`src/rtl/dpram_arb_pkg.sv`:
```
// Shared types and default sizes for the port-A arbiter
// of the 64x18 dual-port RAM.
package dpram_arb_pkg;

  typedef enum logic [1:0] {
    OWN_NONE,
    OWN_0,
    OWN_1
  } owner_t;

  localparam int ARB_AW       = 6;
  localparam int ARB_DW       = 18;
  localparam int ARB_MAX_HOLD = 4;

endpackage

```
`src/rtl/dpram_port_arbiter_rr_pick2.sv`:
```
// Two-way round-robin pick with an optional forced winner.
// Output grant is one-hot or zero.
module rr_pick2
  import dpram_arb_pkg::*;
(
  input  logic       req0,
  input  logic       req1,
  input  logic       last,
  input  logic       force_vld,
  input  logic       force_idx,
  output logic [1:0] gnt
);

  always_comb begin
    gnt = 2'b00;
    unique case (1'b1)
      force_vld:     gnt = force_idx ? 2'b10 : 2'b01;
      req0 && req1:  gnt = last ? 2'b01 : 2'b10;
      default:       gnt = {req1, req0};
    endcase
  end

endmodule

```
`src/rtl/dpram_port_arbiter.sv`:
```
// Port-A arbiter/sequencer for the shared dual-port RAM.
// Optional bounded lock bursts enabled by ARB_LOCK_EN.
module dpram_port_arbiter
  import dpram_arb_pkg::*;
#(
  parameter int AW       = ARB_AW,
  parameter int DW       = ARB_DW,
  parameter int MAX_HOLD = ARB_MAX_HOLD
) (
  input  logic          clk,
  input  logic          rst,
  input  logic          req0,
  input  logic          we0,
  input  logic [AW-1:0] addr0,
  input  logic [DW-1:0] wdata0,
  input  logic          lock0,
  input  logic          req1,
  input  logic          we1,
  input  logic [AW-1:0] addr1,
  input  logic [DW-1:0] wdata1,
  input  logic          lock1,
  output logic          gnt0,
  output logic          gnt1,
  output logic          rvalid0,
  output logic          rvalid1,
  output logic [DW-1:0] rdata,
  output logic          ram_we,
  output logic [AW-1:0] ram_a,
  output logic [DW-1:0] ram_di,
  input  logic [DW-1:0] ram_spo
);

  logic       last;
  logic       force_vld;
  logic       force_idx;
  logic [1:0] pick;
  logic [1:0] gnt;
  logic       rv0_q;
  logic       rv1_q;

`ifdef ARB_LOCK_EN
  localparam int HW = $clog2(MAX_HOLD + 1);

  owner_t        owner;
  logic [HW-1:0] hold_cnt;
  logic          at_max;
  logic          keep0;
  logic          keep1;

  assign at_max = hold_cnt == HW'(MAX_HOLD);
  assign keep0  = (owner == OWN_0) && req0 && lock0
                  && !(at_max && req1);
  assign keep1  = (owner == OWN_1) && req1 && lock1
                  && !(at_max && req0);

  assign force_vld = keep0 | keep1;
  assign force_idx = keep1;

  // last still names the previous winner here
  always_ff @(posedge clk) begin
    if (rst) begin
      owner    <= OWN_NONE;
      hold_cnt <= '0;
    end else if (gnt[0]) begin
      owner    <= lock0 ? OWN_0 : OWN_NONE;
      hold_cnt <= (!last) ? (at_max ? hold_cnt : hold_cnt + 1'b1)
                          : HW'(1);
    end else if (gnt[1]) begin
      owner    <= lock1 ? OWN_1 : OWN_NONE;
      hold_cnt <= last ? (at_max ? hold_cnt : hold_cnt + 1'b1)
                       : HW'(1);
    end else begin
      owner    <= OWN_NONE;
      hold_cnt <= '0;
    end
  end
`else
  logic unused_lock;

  assign unused_lock = lock0 ^ lock1 ^ (MAX_HOLD > 0);
  assign force_vld   = 1'b0;
  assign force_idx   = 1'b0;
`endif

  rr_pick2 u_pick (
    .req0      (req0),
    .req1      (req1),
    .last      (last),
    .force_vld (force_vld),
    .force_idx (force_idx),
    .gnt       (pick)
  );

  assign gnt  = rst ? 2'b00 : pick;
  assign gnt0 = gnt[0];
  assign gnt1 = gnt[1];

  always_comb begin
    ram_we = 1'b0;
    ram_a  = '0;
    ram_di = '0;
    unique case (1'b1)
      gnt[0]: begin
        ram_we = we0;
        ram_a  = addr0;
        ram_di = wdata0;
      end
      gnt[1]: begin
        ram_we = we1;
        ram_a  = addr1;
        ram_di = wdata1;
      end
      default: ;
    endcase
  end

  always_ff @(posedge clk) begin
    if (rst) begin
      last  <= 1'b1;
      rv0_q <= 1'b0;
      rv1_q <= 1'b0;
    end else begin
      if (gnt[0] || gnt[1])
        last <= gnt[1];
      rv0_q <= gnt[0] & ~we0;
      rv1_q <= gnt[1] & ~we1;
    end
  end

  // a read granted just before reset must not surface during it
  assign rvalid0 = rv0_q & ~rst;
  assign rvalid1 = rv1_q & ~rst;
  assign rdata   = ram_spo;

endmodule

```
`config.mk`:
```
export PLATFORM = sky130hd
export DESIGN_NAME = dpram_port_arbiter
export DESIGN_NICKNAME = d
export VERILOG_FILES = /design/src/rtl/dpram_arb_pkg.sv /design/src/rtl/dpram_port_arbiter_rr_pick2.sv /design/src/rtl/dpram_port_arbiter.sv
export SDC_FILE = /design/constraint.sdc
export NUM_CORES = 1
export LEC_CHECK = 0
export BUFFER_PORTS_ARGS = -buffer_cell sky130_fd_sc_hd__buf_2
export CORE_UTILIZATION = 28
export DETAILED_ROUTE_END_ITERATION = 10
export PLACE_DENSITY = 0.8
export REMOVE_ABC_BUFFERS = 1
export SYNTH_ARGS = -nofsm -noshare
export SYNTH_HDL_FRONTEND = slang
export SYNTH_HIERARCHICAL = 1
export SYNTH_SLANG_ARGS = --single-unit
```
`constraint.sdc`:
```
create_clock -name clk -period 1.7 [get_ports clk]
set_clock_uncertainty 0.15 [all_clocks]
set_input_delay 0 -clock clk [delete_from_list [all_inputs] [get_ports clk]]
set_output_delay 0 -clock clk [all_outputs]
set_load 0.05 [all_outputs]
```
==> results.ini <==
[job]
cap_viol_max_count = 0

[finish]
number_of_fill_cells = 244
design.final.nets = 263
multi_input_comb_area_sq_um = 514
instances_no_fill = 218
syn_to_final_growth_pct = 103
diodes = 0
final-seq-area_sq_um = 61.3
final_layout_size_suffix_gt1_share_pct = 64.4

[power]
power_density_nw_per_um2 = 591
cellLeakagePower_uw = 0.000751
p_total_uw = 894
vdd.ir_drop.worst_uv = 445

[critical_path]
required_time_of_the_worst_setup_path_ns = 1.55
max_stage_delay_ns = 0.32
critical_path.startpoint_type = register
end_kind = output pin
crit_type = register to output pin
slowest_stage = dfxtp_2
critical_path.top_delay_family = compound AO/OA/AOI/OAI gates
timing.critical_path.fanout_max = 13
crit_buf_inv = 2
path_cells = nand2b_4 -> a32o_2 -> buf_12 -> a22oi_1 -> nor2_1 -> buf_6
critical_path_arrival_ns = 1.53

[clocking]
clk_latency_ns = 0.23
worst_setup_hold_path_clk_slew_ns = 0.04
clock-root-buffer = clkbuf_4
htree_num_levels = 1
clock_tree_from_tritoncts = done
max_clock_buf_depth = 2
cts_buffers = 3
clock_sink_count = 3

[die]
placementRows = 18
design.portCount = 121
core_region_area_sq_um = 2500
die_span_x_microns = 53.6
fp.dieArea_sq_um = 2870
start_util_pct = 29.8
fp.dieH_microns = 53.6

[timing]
rsz_0062_raised_after_global_routing = yes
max_slew.worst_pin.slew_ns = 0.544
finalHoldWorstSlack_ns = 0.0424
setup_violations = 0
fin_ws_ns = 0.0174
final_min_period_over_clock_period_pct = 99.0
max_slew_margin_pct = 63.6
timing_max_transition_violations_final = 0
layout_min_cycle_time_ns = 1.68
max_freq_mhz = 594
setup-tns-final_ns = 0
timing.final.hold_violations = 0

[logic_synthesis]
synth_edf_count = 0
ys.warnings.count = 6
synth-seq-cells = 3
share_of_synthesized_flip_flops_with_an_asynchronous_set_or_reset_pct = 0
post_synth.cell_area_avg_sq_um = 7.75
synthCells = 96
synth_top_cell_by_area = a22oi_2
post-synth-top-count-cell = nor2_1
seq_area_frac_synth_pct = 8.07
post-synth-top-area-fraction_pct = 23.5
ys_types = 17
synth_area_sq_um = 744
post_synth_most_frequent_cells = nor2_1, buf_4, a22oi_2, a22oi_1, buf_6
ys_dominant_reg_cell = dfxtp_1
ys_top_cells_by_area = a22oi_2, buf_4, nor2_1

[routing]
remaining_drc_errors = 0
routed-wl-met2_mm = 1.70
route.top_layer_used = met4
vias = 1047
dr_wl_met3_microns = 278
met1_wl_mm = 1.19
wl_per_cell_microns = 15.0
route.detailed.vias_per_inst = 4.80
post_route_ant_nets = 0
finalWirelength_mm = 3.27
drt_first_pass_iters = 4
drt_first_iter_violations = 3

[place]
placement.io_buffers = 82
placement.setup.worst_slack_ns = 0.198
detailedPlacementHpwl_mm = 1.94
placed_cells = 191
gp_congestion = 0.701

[hold_path]
worst_hold_path_type = primary input to register

[grt]
grt_start_max_net_pins = 18
grt_overflow = 0
grt_pass1_wl_mm = 4.00
grt_pass1_vias = 873
grt.total_usage_pct = 19.8
antenna_found_initial = 0

[run_status]
run_status = finished, final reports clean

flip-flops by register name, indices dropped and copies added, names as in the netlist:
signal	cells
last	1
rv0_q	1
rv1_q	1
metal layers:
| metal | vias up | GRT usage (%) |
|---|---|---|
| li1 | 494 | - |
| met1 | 474 | 21.6 |
| met2 | 71 | 37.1 |
| met3 | 8 | 4.24 |
| met4 | 0 | 7.02 |
| met5 | - | 0 |
power breakdown:
group / internal, uW / switching, uW
sequential: 75.5 / 2.06
combinational: 267 / 425
clock: 88.0 / 37.2
final cells by class:
type	count	share of cell area [%]
inverter	2	0.496
multi-input combinational	69	34.0
tap	30	2.48
clock buffer	4	1.74
timing repair buffer	110	57.2
sequential	3	4.05
tightest hold or removal path: cells and delay by family:
| family | cells | cell delay [ns] |
|---|---|---|
| simple gates | 1 | 0.07 |
| buf+inv | 1 | 0.24 |
| compound gates | 1 | 0.07 |
timing repair:
| action | CTS | global route |
|---|---|---|
| cloned | 0 | 1 |
| hold endpoints to repair | 20 | 0 |
| buffers inserted | 0 | 2 |
| gates resized for setup | 43 | 29 |
| pin swaps | 0 | 3 |
| hold buffers | 20 | 0 |
| endpoints found under the setup margin | 26 | 27 |
cell usage in the layout (no fill, tap or decap):
cell	instances
buf_2	56
mux2i_1	1
clkbuf_4	3
dfxtp_2	1
conb_1	6
nand2b_4	1
nand2b_1	1
dlygate4sd3_1	20
dfxtp_1	2
a22oi_1	5
nor2b_1	4
o21ai_0	1
buf_12	2
and2b_1	2
a32o_2	1
buf_4	4
clkbuf_1	1
nor2_2	4
a22oi_2	20
nor2_1	22
buf_6	28
a22o_2	1
inv_1	2
path summary, 6_finish.rpt:
kind / startpoint / to / slack [ns] / cells past startpoint
max: last$_SDFFE_PP1P_ / ram_di[1] / 0.02 / 6
max reg2reg: last$_SDFFE_PP1P_ / rv0_q$_SDFF_PP0_ / 0.27 / 5
min reg2reg: last$_SDFFE_PP1P_ / last$_SDFFE_PP1P_ / 0.35 / 2
min: rst / last$_SDFFE_PP1P_ / 0.04 / 3
metrics by stage:
stage                     cell area [sq um]  utilization [%]
final                                  1510             60.5
after global routing                   1510             60.5
after CTS                              1390             55.5
after detailed placement               1030             41.2
after global placement                 1030             41.2
after floorplan                         533                -
logic make-up after synthesis:
logic type,after synthesis,share of synthesized area [%]
other cells,1,0.504
flops,3,8.07
compound gates,28,38.0
simple gates,34,20.2
buf+inv,29,31.9
mux,1,1.34
No activity file was read; power rests on OpenSTA's default activity.
